## config.mk

```make
export PLATFORM = sky130hd
export DESIGN_NAME = decoder_flat
export DESIGN_NICKNAME = d
export VERILOG_FILES = /design/src/rtl/decoder_if.sv /design/src/rtl/decoder.sv /design/src/flat_wrapper.sv
export SDC_FILE = /design/constraint.sdc
export NUM_CORES = 1
export LEC_CHECK = 0
export ABC_AREA = 1
export ABC_CLOCK_PERIOD_IN_PS = 1480
export CORE_MARGIN = 3
export CORE_UTILIZATION = 59
export DETAILED_ROUTE_END_ITERATION = 7
export DONT_BUFFER_PORTS = 1
export PLACE_DENSITY = 0.78
export SYNTH_ARGS = -nofsm -noshare
export SYNTH_HDL_FRONTEND = slang
export SYNTH_SLANG_ARGS = --single-unit
```

## constraint.sdc

```tcl
create_clock -name clk -period 1.48 [get_ports clk]
set_clock_uncertainty 0.05 [all_clocks]
set_input_delay 0.296 -clock clk [delete_from_list [all_inputs] [get_ports clk]]
set_output_delay 0.296 -clock clk [all_outputs]
set_load 0.03 [all_outputs]
```

## src/rtl/decoder_if.sv

```systemverilog
// Bus bundle for the 2-to-4 decoder: select/enable inputs and registered decode outputs.
interface decoder_if #(
  parameter int CNT_W = 8
);
  logic             en;
  logic             a;
  logic             b;
  logic             q0;
  logic             q1;
  logic             q2;
  logic             q3;
  logic             valid;
  logic             changed;
  logic [CNT_W-1:0] evt_cnt;

  modport master (
    output en, a, b,
    input  q0, q1, q2, q3, valid, changed, evt_cnt
  );

  modport slave (
    input  en, a, b,
    output q0, q1, q2, q3, valid, changed, evt_cnt
  );
endinterface

```

## src/rtl/decoder.sv

```systemverilog
// Registered 2-to-4 one-hot decoder with change detect and a saturating decode-event counter.
module decoder #(
  parameter int CNT_W = 8
) (
  input  logic      clk,
  input  logic      rst,
  decoder_if.slave  bus
);

  logic [1:0]       w_idx;
  logic [3:0]       r_q;
  logic [1:0]       r_idx;
  logic             r_valid;
  logic             r_changed;
  logic [CNT_W-1:0] r_cnt;

  assign w_idx = {bus.a, bus.b};

  always_ff @(posedge clk or posedge rst) begin
    if (rst) begin
      r_q       <= 4'b0000;
      r_idx     <= 2'b00;
      r_valid   <= 1'b0;
      r_changed <= 1'b0;
      r_cnt     <= '0;
    end else if (bus.en) begin
      r_q       <= 4'b0001 << w_idx;
      r_idx     <= w_idx;
      r_valid   <= 1'b1;
      // The first decode after reset has no prior index to differ from.
      r_changed <= r_valid && (w_idx != r_idx);
      if (r_cnt != {CNT_W{1'b1}}) begin
        r_cnt <= r_cnt + 1'b1;
      end
    end else begin
      r_changed <= 1'b0;
    end
  end

  assign bus.q0      = r_q[0];
  assign bus.q1      = r_q[1];
  assign bus.q2      = r_q[2];
  assign bus.q3      = r_q[3];
  assign bus.valid   = r_valid;
  assign bus.changed = r_changed;
  assign bus.evt_cnt = r_cnt;

endmodule

```

## src/flat_wrapper.sv

```systemverilog
// flat-port wrapper written by rule: the top's interface ports become plain ports
module decoder_flat 
#(
  parameter int CNT_W = 8
)
  (clk, rst, bus_en, bus_a, bus_b, bus_q0, bus_q1, bus_q2, bus_q3, bus_valid, bus_changed, bus_evt_cnt);
  decoder_if #(.CNT_W(CNT_W)) bus_i ();
  input  logic clk;
  input  logic rst;
  input wire logic [$bits(bus_i.en)-1:0] bus_en;
  input wire logic [$bits(bus_i.a)-1:0] bus_a;
  input wire logic [$bits(bus_i.b)-1:0] bus_b;
  output wire logic [$bits(bus_i.q0)-1:0] bus_q0;
  output wire logic [$bits(bus_i.q1)-1:0] bus_q1;
  output wire logic [$bits(bus_i.q2)-1:0] bus_q2;
  output wire logic [$bits(bus_i.q3)-1:0] bus_q3;
  output wire logic [$bits(bus_i.valid)-1:0] bus_valid;
  output wire logic [$bits(bus_i.changed)-1:0] bus_changed;
  output wire logic [$bits(bus_i.evt_cnt)-1:0] bus_evt_cnt;
  assign bus_i.en = bus_en;
  assign bus_i.a = bus_a;
  assign bus_i.b = bus_b;
  assign bus_q0 = bus_i.q0;
  assign bus_q1 = bus_i.q1;
  assign bus_q2 = bus_i.q2;
  assign bus_q3 = bus_i.q3;
  assign bus_valid = bus_i.valid;
  assign bus_changed = bus_i.changed;
  assign bus_evt_cnt = bus_i.evt_cnt;
  decoder #(.CNT_W(CNT_W)) u_core (.clk(clk), .rst(rst), .bus(bus_i));
endmodule
```

# ---- Word level (Yosys, flattened, before mapping)
# Cells that the tools add are included.
dict set report word_totals {
  ff_bits 16
  inputBits 5
  out_inout_bits 14
  wordCells 12
}
dict set report classes {
  add_sub_neg 1
  n_eq_ne 2
  shift 1
  muxes 1
  reduce_logical 2
}
# cell count
set ops {}
lappend ops {{adder 8 x 1 -> 8 bit, second input constant} 1}
lappend ops {{!= test 8 bit, second input constant} 1}
lappend ops {{left shift 1 x 2 -> 4 bit, first input constant} 1}
lappend ops {{!= test 2 bit} 1}
lappend ops {{AND reduction 2 bit} 1}
lappend ops {{logical AND 1 bit} 1}
lappend ops {{2-to-1 mux 1 bit} 1}

# ---- Longest topological paths before layout
# Gate-level depths: netlist of the first run.
dict set report logic_depth {
  depth_word 3
  mapped_depth 8
  mapped_depth_nobuf 8
}

# ---- Worst setup path before layout of the first run
# No wires, ideal clock.
dict set report synth_timing {
  path_type {flip-flop to flip-flop}
  startpoint {reg u_core.r_cnt[0] (netlist: u_core.bus.evt_cnt[0])}
  endpoint {reg u_core.r_cnt[3] (netlist: u_core.bus.evt_cnt[3])}
  setup_time_ns 0.117
  arrival_ns 1.311
  t_required_ns 1.313
  slack_ns 0.002
  stages_incl_launch_ff 9
  n_path_buf 0
  synth_period_minus_slack_ns 1.478
  path_cell_list {dfrtp_1 -> ha_1 -> nand2_2 -> nor2_4 -> nand2_4 -> nand2_8 -> inv_4 -> nand2_1 -> nand2_1}
}
dict set report synth_between {
  elab_chain_cells 2
  elab_cells_between_ends 3
  classes_between {add/sub: 1; eq/ne: 1; reduce/logical: 1}
}
# item line_no
set synth_rtl {}
lappend synth_rtl {{start, declared} decoder.sv:15} ;# logic [CNT_W-1:0] r_cnt;
lappend synth_rtl {{start signal, assigned} decoder.sv:33} ;# r_cnt <= r_cnt + 1'b1;
lappend synth_rtl {{parallel branches: the longest is 2 deep, another holds adder 8 x 1 -> 8 bit} -}
# Parallel ways; which one is timed is not known.
# A chain may end at the register's enable or synchronous reset.

# ---- Worst setup path after layout of the first run
dict set report layout_timing {
  startpoint {reg u_core.r_cnt[3] (netlist: u_core.bus.evt_cnt[3])}
  endpoint {out bus_evt_cnt[3]}
}
# item line_no
set layout_lines {}
lappend layout_lines {{end, declared} flat_wrapper.sv:19} ;# output wire logic [$bits(bus_i.evt_cnt)-1:0] bus_evt_cnt;
# No word-level cell between the ends.

==> flow_metrics.py, run 1 <==
metrics = {
    "run_status": {
        "status": "finished, final reports clean",
    },
    "floorplan": {
        "core_sq_um": 1190,
        "dieArea_sq_um": 1820,
        "fp.dieH_um": 42.6,
        "fp-row-count": 12,
        "die_w_um": 42.6,
        "start_util_pct": 66.7,
        "io_pins": 19,
    },
    "cells_and_area": {
        "fin_util_pct": 76.7,
        "final-instance-count-excl-fill": 121,
        "drive_gt1_share_pct": 18.7,
        "layout.nets": 114,
        "synthToLayoutAreaGrowth_pct": 15.0,
        "design_area_sq_um": 910,
        "num_antenna_cells": 0,
    },
    "logic_synthesis": {
        "ys_seq_elements": 16,
        "synth_top_area_share_pct": 50.6,
        "synth-main-ff-cell": "dfrtp_1",
        "synth_nets": 101,
        "syn_area_sq_um": 791,
        "ys_seq_area_share_pct": 50.6,
        "ys_warn_count": 0,
        "ys_top_cells_by_area": "dfrtp_1 (51%), nand2_1 (20%), xnor2_1 (3.3%)",
        "synth-edff-count": 0,
        "ys_async_sr_fraction_pct": 100,
        "avgSynthCellArea_sq_um": 8.32,
        "synthCells": 95,
        "synth_top_cell_by_area": "dfrtp_1",
        "synth.lib_cells_used.distinct": 21,
    },
    "timing": {
        "fmax_mhz": 752,
        "worstMarginPinSlew_ps": 595,
        "rsz0062_at_grt": "false",
        "fin_crit_ps": 1330,
        "finalMaxSlewViolations": 0,
        "fin_setup_tns_ps": 0,
        "maxSlewHeadroom_pct": 60.3,
        "hold_viol": 0,
        "fin_crit_sh_pct": 89.8,
        "setup_violations": 0,
    },
    "detailed_routing": {
        "wire_per_inst_um": 13.3,
        "ant_nets": 0,
        "drt_pre_antenna_iters": 4,
        "drc_errors": 0,
        "viasPerCell": 5.14,
        "num_vias": 622,
        "wirelength_mm": 1.61,
        "first_iter_violations": 19,
    },
    "power_and_ir_drop": {
        "leakage_nw": 0.470,
        "ir_drop_uv": 924,
        "power_mw": 1.36,
        "p_per_area_nw_per_um2": 1490,
    },
    "critical_path": {
        "critPathMaxStageDelay_ps": 490,
        "crit_path_max_fanout": 6,
        "cp_data_arrival_time_ps": 980,
        "critPathCaptureType": "output pin",
        "timing.critical_path.buf_inv": 1,
        "path_class": "register to output pin",
        "required_ps": 1130,
        "cp_top_family": "flip-flops",
        "slowest_stage": "dfrtp_1",
        "critPathLaunchType": "register",
        "crit_chain": "buf_4",
    },
    "placement": {
        "port_buffers": 0,
        "hpwl_mm": 1.21,
        "gp_congestion": 0.848,
        "placed_cells": 116,
        "place_area_sq_um": 863,
    },
    "cts": {
        "clkSinkCount": 16,
        "tritoncts": "done",
        "clockBufferDepth": 2,
        "cts_buffers": 3,
        "htreeDepth": 1,
        "cts_root_buf": "clkbuf_4",
        "cts_setup_buffers": 0,
        "insertion_delay_ps": 280,
        "clkTransAtPathRegs_ps": 100,
    },
    "global_route": {
        "grt_pass1_vias": 605,
        "gr-usage-all-layers_pct": 19.8,
        "gr-total-overflow": 0,
        "grt_max_degree": 17,
        "grt_antenna_before_repair": 0,
        "grt_pass1_wl_mm": 2.73,
    },
    "min_path": {
        "hold_class": "primary input to register",
    },
    "run": {
        "drv_cap": 0,
    },
}
==> path summary, 6_finish.rpt <==
| kind | startpoint | endpoint | slack [ps] | depth (start not counted) |
|---|---|---|---|---|
| min in group asynchronous | rst | u_core.r_q[1]$_DFFE_PP0P_ | 460 | 2 |
| worst min register to register | u_core.r_idx[1]$_DFFE_PP0P_ | u_core.r_idx[1]$_DFFE_PP0P_ | 460 | 2 |
| worst max register to register | u_core.bus.evt_cnt[1]$_DFFE_PP0P_ | u_core.bus.evt_cnt[4]$_DFFE_PP0P_ | 180 | 8 |
| worst max-delay path | u_core.bus.evt_cnt[3]$_DFFE_PP0P_ | bus_evt_cnt[3] | 150 | 1 |
| worst min-delay path | bus_en | u_core.r_q[0]$_DFFE_PP0P_ | 40 | 1 |
| max in group asynchronous | rst | u_core.r_idx[0]$_DFFE_PP0P_ | 530 | 2 |
==> what timing repair did <==
item,4_1_cts,5_1_grt
resized for setup,0,0
hold endpoints to repair,16,0
hold buffers,1,0
==> flip-flops by register name, summed over array words and instances, names as in the netlist <==
| name | cells |
|---|---|
| u_core.r_q | 4 |
| u_core.r_idx | 2 |
| u_core.bus.changed | 1 |
| u_core.bus.evt_cnt | 8 |
| u_core.bus.valid | 1 |
==> final cells by class <==
class | count | area [sq um]
flip-flops and latches | 16 | 400
clock buffers | 4 | 36.3
well taps | 14 | 17.5
inverters | 8 | 32.5
repair buffers | 9 | 70.1
fillers | 81 | 277
multi-input cells | 70 | 353
==> where the power goes <==
| group | internal (mW) | switching [mW] |
|---|---|---|
| clock | 0.150 | 0.138 |
| combinational | 0.159 | 0.281 |
| sequential | 0.511 | 0.116 |
| total | 0.819 | 0.536 |
==> cell usage after synthesis (2+ instances only) <==
| cell | instances |
|---|---|
| a21oi_1 | 2 |
| o21ai_1 | 4 |
| nand2_1 | 42 |
| inv_1 | 6 |
| xor2_1 | 2 |
| nor2_2 | 2 |
| xnor2_1 | 3 |
| nor2_1 | 4 |
| nand3_1 | 3 |
| dfrtp_1 | 16 |
==> metal layers <==
layer | part of all wire (%) | track usage [%]
met1 | 45 | 27.0
met2 | 47 | 30.7
met3 | 7.1 | 5.58
met4 | 0.99 | 5.59
met5 | 0 | 0
==> placed cells by master (no fill, tap or decap), types with 2 or more instances in the layout <==
cell       n
nor2_2     2
xor2_1     2
inv_1      6
dfrtp_1   16
nand2_1   42
nand3_1    3
buf_4      8
xnor2_1    3
a21oi_1    2
o21ai_1    4
clkbuf_4   3
nor2_1     4
==> through the flow <==
stage	setup WS, ps	hold WS [ps]
2_1_floorplan	1.52	160
3_3_place_gp	247	233
3_5_place_dp	205	235
4_1_cts	150	38.0
5_1_grt	94.5	22.8
6_report	150	43.8
==> cell families after synthesis <==
family,after synthesis,synth area share [%]
xor+xnor,5,5.54
fa+ha+maj,1,1.58
flops,16,50.6
buf+inv,9,4.75
simple gates,57,33.1
compound gates,7,4.43
Power figures use the tool's default switching activity.
==> run 2: changes to the inputs <==
--- a/config.mk
+++ b/config.mk
@@ -5,13 +5,14 @@
 export SDC_FILE = /design/constraint.sdc
 export NUM_CORES = 1
 export LEC_CHECK = 0
-export ABC_AREA = 1
 export ABC_CLOCK_PERIOD_IN_PS = 1480
+export CELL_PAD_IN_SITES_DETAIL_PLACEMENT = 1
+export CELL_PAD_IN_SITES_GLOBAL_PLACEMENT = 2
 export CORE_MARGIN = 3
-export CORE_UTILIZATION = 59
+export CORE_UTILIZATION = 37
 export DETAILED_ROUTE_END_ITERATION = 7
 export DONT_BUFFER_PORTS = 1
-export PLACE_DENSITY = 0.78
+export PLACE_DENSITY = 0.77
 export SYNTH_ARGS = -nofsm -noshare
 export SYNTH_HDL_FRONTEND = slang
 export SYNTH_SLANG_ARGS = --single-unit
==> flow_metrics.py, run 2 <==
metrics = {
    "detailed_routing": {
        "num_vias": 559,
        "ant_nets": 0,
        "drc_errors": 0,
        "wirelength_mm": 1.53,
        "first_iter_violations": 4,
        "viasPerCell": 5.32,
        "drt_pre_antenna_iters": 2,
        "wire_per_inst_um": 14.5,
    },
    "logic_synthesis": {
        "synth-edff-count": 0,
        "synth.lib_cells_used.distinct": 27,
        "ys_seq_area_share_pct": 54.2,
        "synth_top_area_share_pct": 54.2,
        "ys_top_cells_by_area": "dfrtp_1 (54%), xnor2_1 (3.6%), mux2_1 (3.1%)",
        "yosysMostFrequentCell": "dfrtp_1",
        "synthCells": 66,
        "ys_seq_elements": 16,
        "synth_commonest_cells": "dfrtp_1 (16), inv_1 (5), a21oi_1 (4), nand2_1 (4)",
        "synth_nets": 72,
        "syn_area_sq_um": 738,
        "avgSynthCellArea_sq_um": 11.2,
        "synth-main-ff-cell": "dfrtp_1",
        "ys_async_sr_fraction_pct": 100,
        "synth_top_cell_by_area": "dfrtp_1",
        "ys_warn_count": 0,
    },
    "cells_and_area": {
        "num_antenna_cells": 0,
        "largest_reg_flops": 8,
        "most-common-layout-cells": "dfrtp_1 (14), buf_4 (11), inv_1 (5)",
        "fin_util_pct": 49.9,
        "final_common_cell": "dfrtp_1",
        "layout.nets": 87,
        "drive_gt1_share_pct": 31.3,
        "synthToLayoutAreaGrowth_pct": 21.7,
    },
    "min_path": {
        "hold_class": "primary input to register",
    },
    "cts": {
        "clockBufferDepth": 2,
        "clkTransAtPathRegs_ps": 100,
        "cts_root_buf": "clkbuf_4",
        "insertion_delay_ps": 290,
        "tritoncts": "done",
        "cts_buffers": 3,
        "cts_resized": 0,
        "htreeDepth": 1,
        "clkSinkCount": 16,
    },
    "floorplan": {
        "start_util_pct": 41.0,
        "core_sq_um": 1800,
        "die_w_um": 50.7,
        "io_pins": 19,
        "dieArea_sq_um": 2570,
        "fp-row-count": 15,
        "fp.dieH_um": 50.7,
    },
    "critical_path": {
        "critPathLaunchType": "register",
        "required_ps": 1620,
        "cp_data_arrival_time_ps": 1540,
        "crit_path_max_fanout": 5,
        "critPathCaptureType": "register",
        "path_class": "register to register",
    },
    "run": {
        "drv_cap": 0,
    },
    "timing": {
        "fin_crit_ps": 1400,
        "finalMaxSlewViolations": 0,
        "maxSlewHeadroom_pct": 74.1,
        "timing.hold.ws_ps": 35.9,
        "hold_viol": 0,
        "worstMarginPinSlew_ps": 388,
        "fmax_mhz": 714,
        "fin_setup_tns_ps": 0,
        "rsz0062_at_grt": "false",
        "fin_crit_sh_pct": 94.7,
        "setup_violations": 0,
    },
    "global_route": {
        "gr-total-overflow": 0,
        "grt_pass1_wl_mm": 2.73,
        "grt_pass1_vias": 583,
        "gr-usage-all-layers_pct": 14.7,
        "grt_max_degree": 19,
        "grt_antenna_before_repair": 0,
    },
    "power_and_ir_drop": {
        "leakage_nw": 0.414,
        "p_per_area_nw_per_um2": 1860,
        "ir_drop_uv": 910,
    },
    "placement": {
        "gp_congestion": 0.704,
        "port_buffers": 0,
        "hpwl_mm": 1.16,
    },
    "run_status": {
        "status": "finished, final reports clean",
    },
}
run 2: layout make-up:
type	count	area (sq um)
Fill cell	213	903
Sequential cell	16	403
Multi-Input combinational cell	43	317
Timing Repair Buffer	12	92.6
Clock buffer	4	36.3
Tap cell	25	31.3
Inverter	5	18.8
run 2: power breakdown:
| group | leakage [nW] | total [mW] | internal (mW) | switching (mW) |
|---|---|---|---|---|
| clock | 0.0210 | 0.294 | 0.150 | 0.144 |
| combinational | 0.200 | 0.681 | 0.286 | 0.395 |
| sequential | 0.192 | 0.695 | 0.552 | 0.143 |
| total | 0.414 | 1.67 | 0.988 | 0.681 |
run 2: worst paths after layout:
check,startpoint,end,slack [ps],depth (start not counted)
min in group asynchronous,rst,u_core.bus.evt_cnt[4]$_DFFE_PP0P_,370,2
max in group asynchronous,rst,u_core.r_q[3]$_DFFE_PP0P_,560,3
hold / removal,bus_b,u_core.r_q[2]$_DFFE_PP0P_,40,1
setup reg to reg,u_core.bus.evt_cnt[0]$_DFFE_PP0P_,u_core.bus.evt_cnt[1]$_DFFE_PP0P_,80,4
hold reg to reg,u_core.r_idx[0]$_DFFE_PP0P_,u_core.r_idx[0]$_DFFE_PP0P_,480,1
setup / recovery,u_core.bus.evt_cnt[0]$_DFFE_PP0P_,u_core.bus.evt_cnt[1]$_DFFE_PP0P_,80,4
run 2: what timing repair did:
item                       4_1_cts  5_1_grt
setup endpoints to repair        0        1
setup buffers                    0        1
hold buffers                     1        0
hold endpoints to repair         9        0
run 2: routing by layer:
metal	vias up	part of all wire, %	wire length [um]	track usage [%]
met5	-	0	0	0
met1	272	47	725	18.2
li1	263	-	-	-
met2	19	43	651	21.5
met3	5	6.8	104	5.04
met4	0	3.0	46	9.42
run 2: critical path: stages (launching register included):
cell,delay (ps)
dfrtp_2,410
ha_4,160
nand4_1,140
o21ai_2,200
mux2_1,330
run 2: stage by stage:
stage                     total power [mW]  worst slack, ps  cells  area, sq um
after CTS                             1.70             68.2    104          891
after global routing                  1.80             6.22    105          898
final                                 1.67             79.0    105          898
after detailed placement              1.40             85.2     99          845
after global placement                1.36              134     99          845
after floorplan                       1.14             16.9     66          753
run 2: cells by family (layout without fill, tap and decap cells):
kind of cell	Yosys count	count (layout)	share of synthesized area, %
and+or+nand+nor	21	21	17.3
DFF	16	16	54.2
AOI/OAI and AO/OA	13	13	10.5
buffers and inverters	7	21	4.58
muxes	5	5	8.13
xor gates and xnor gates	3	3	3.56
adders and majority gates	1	1	1.69
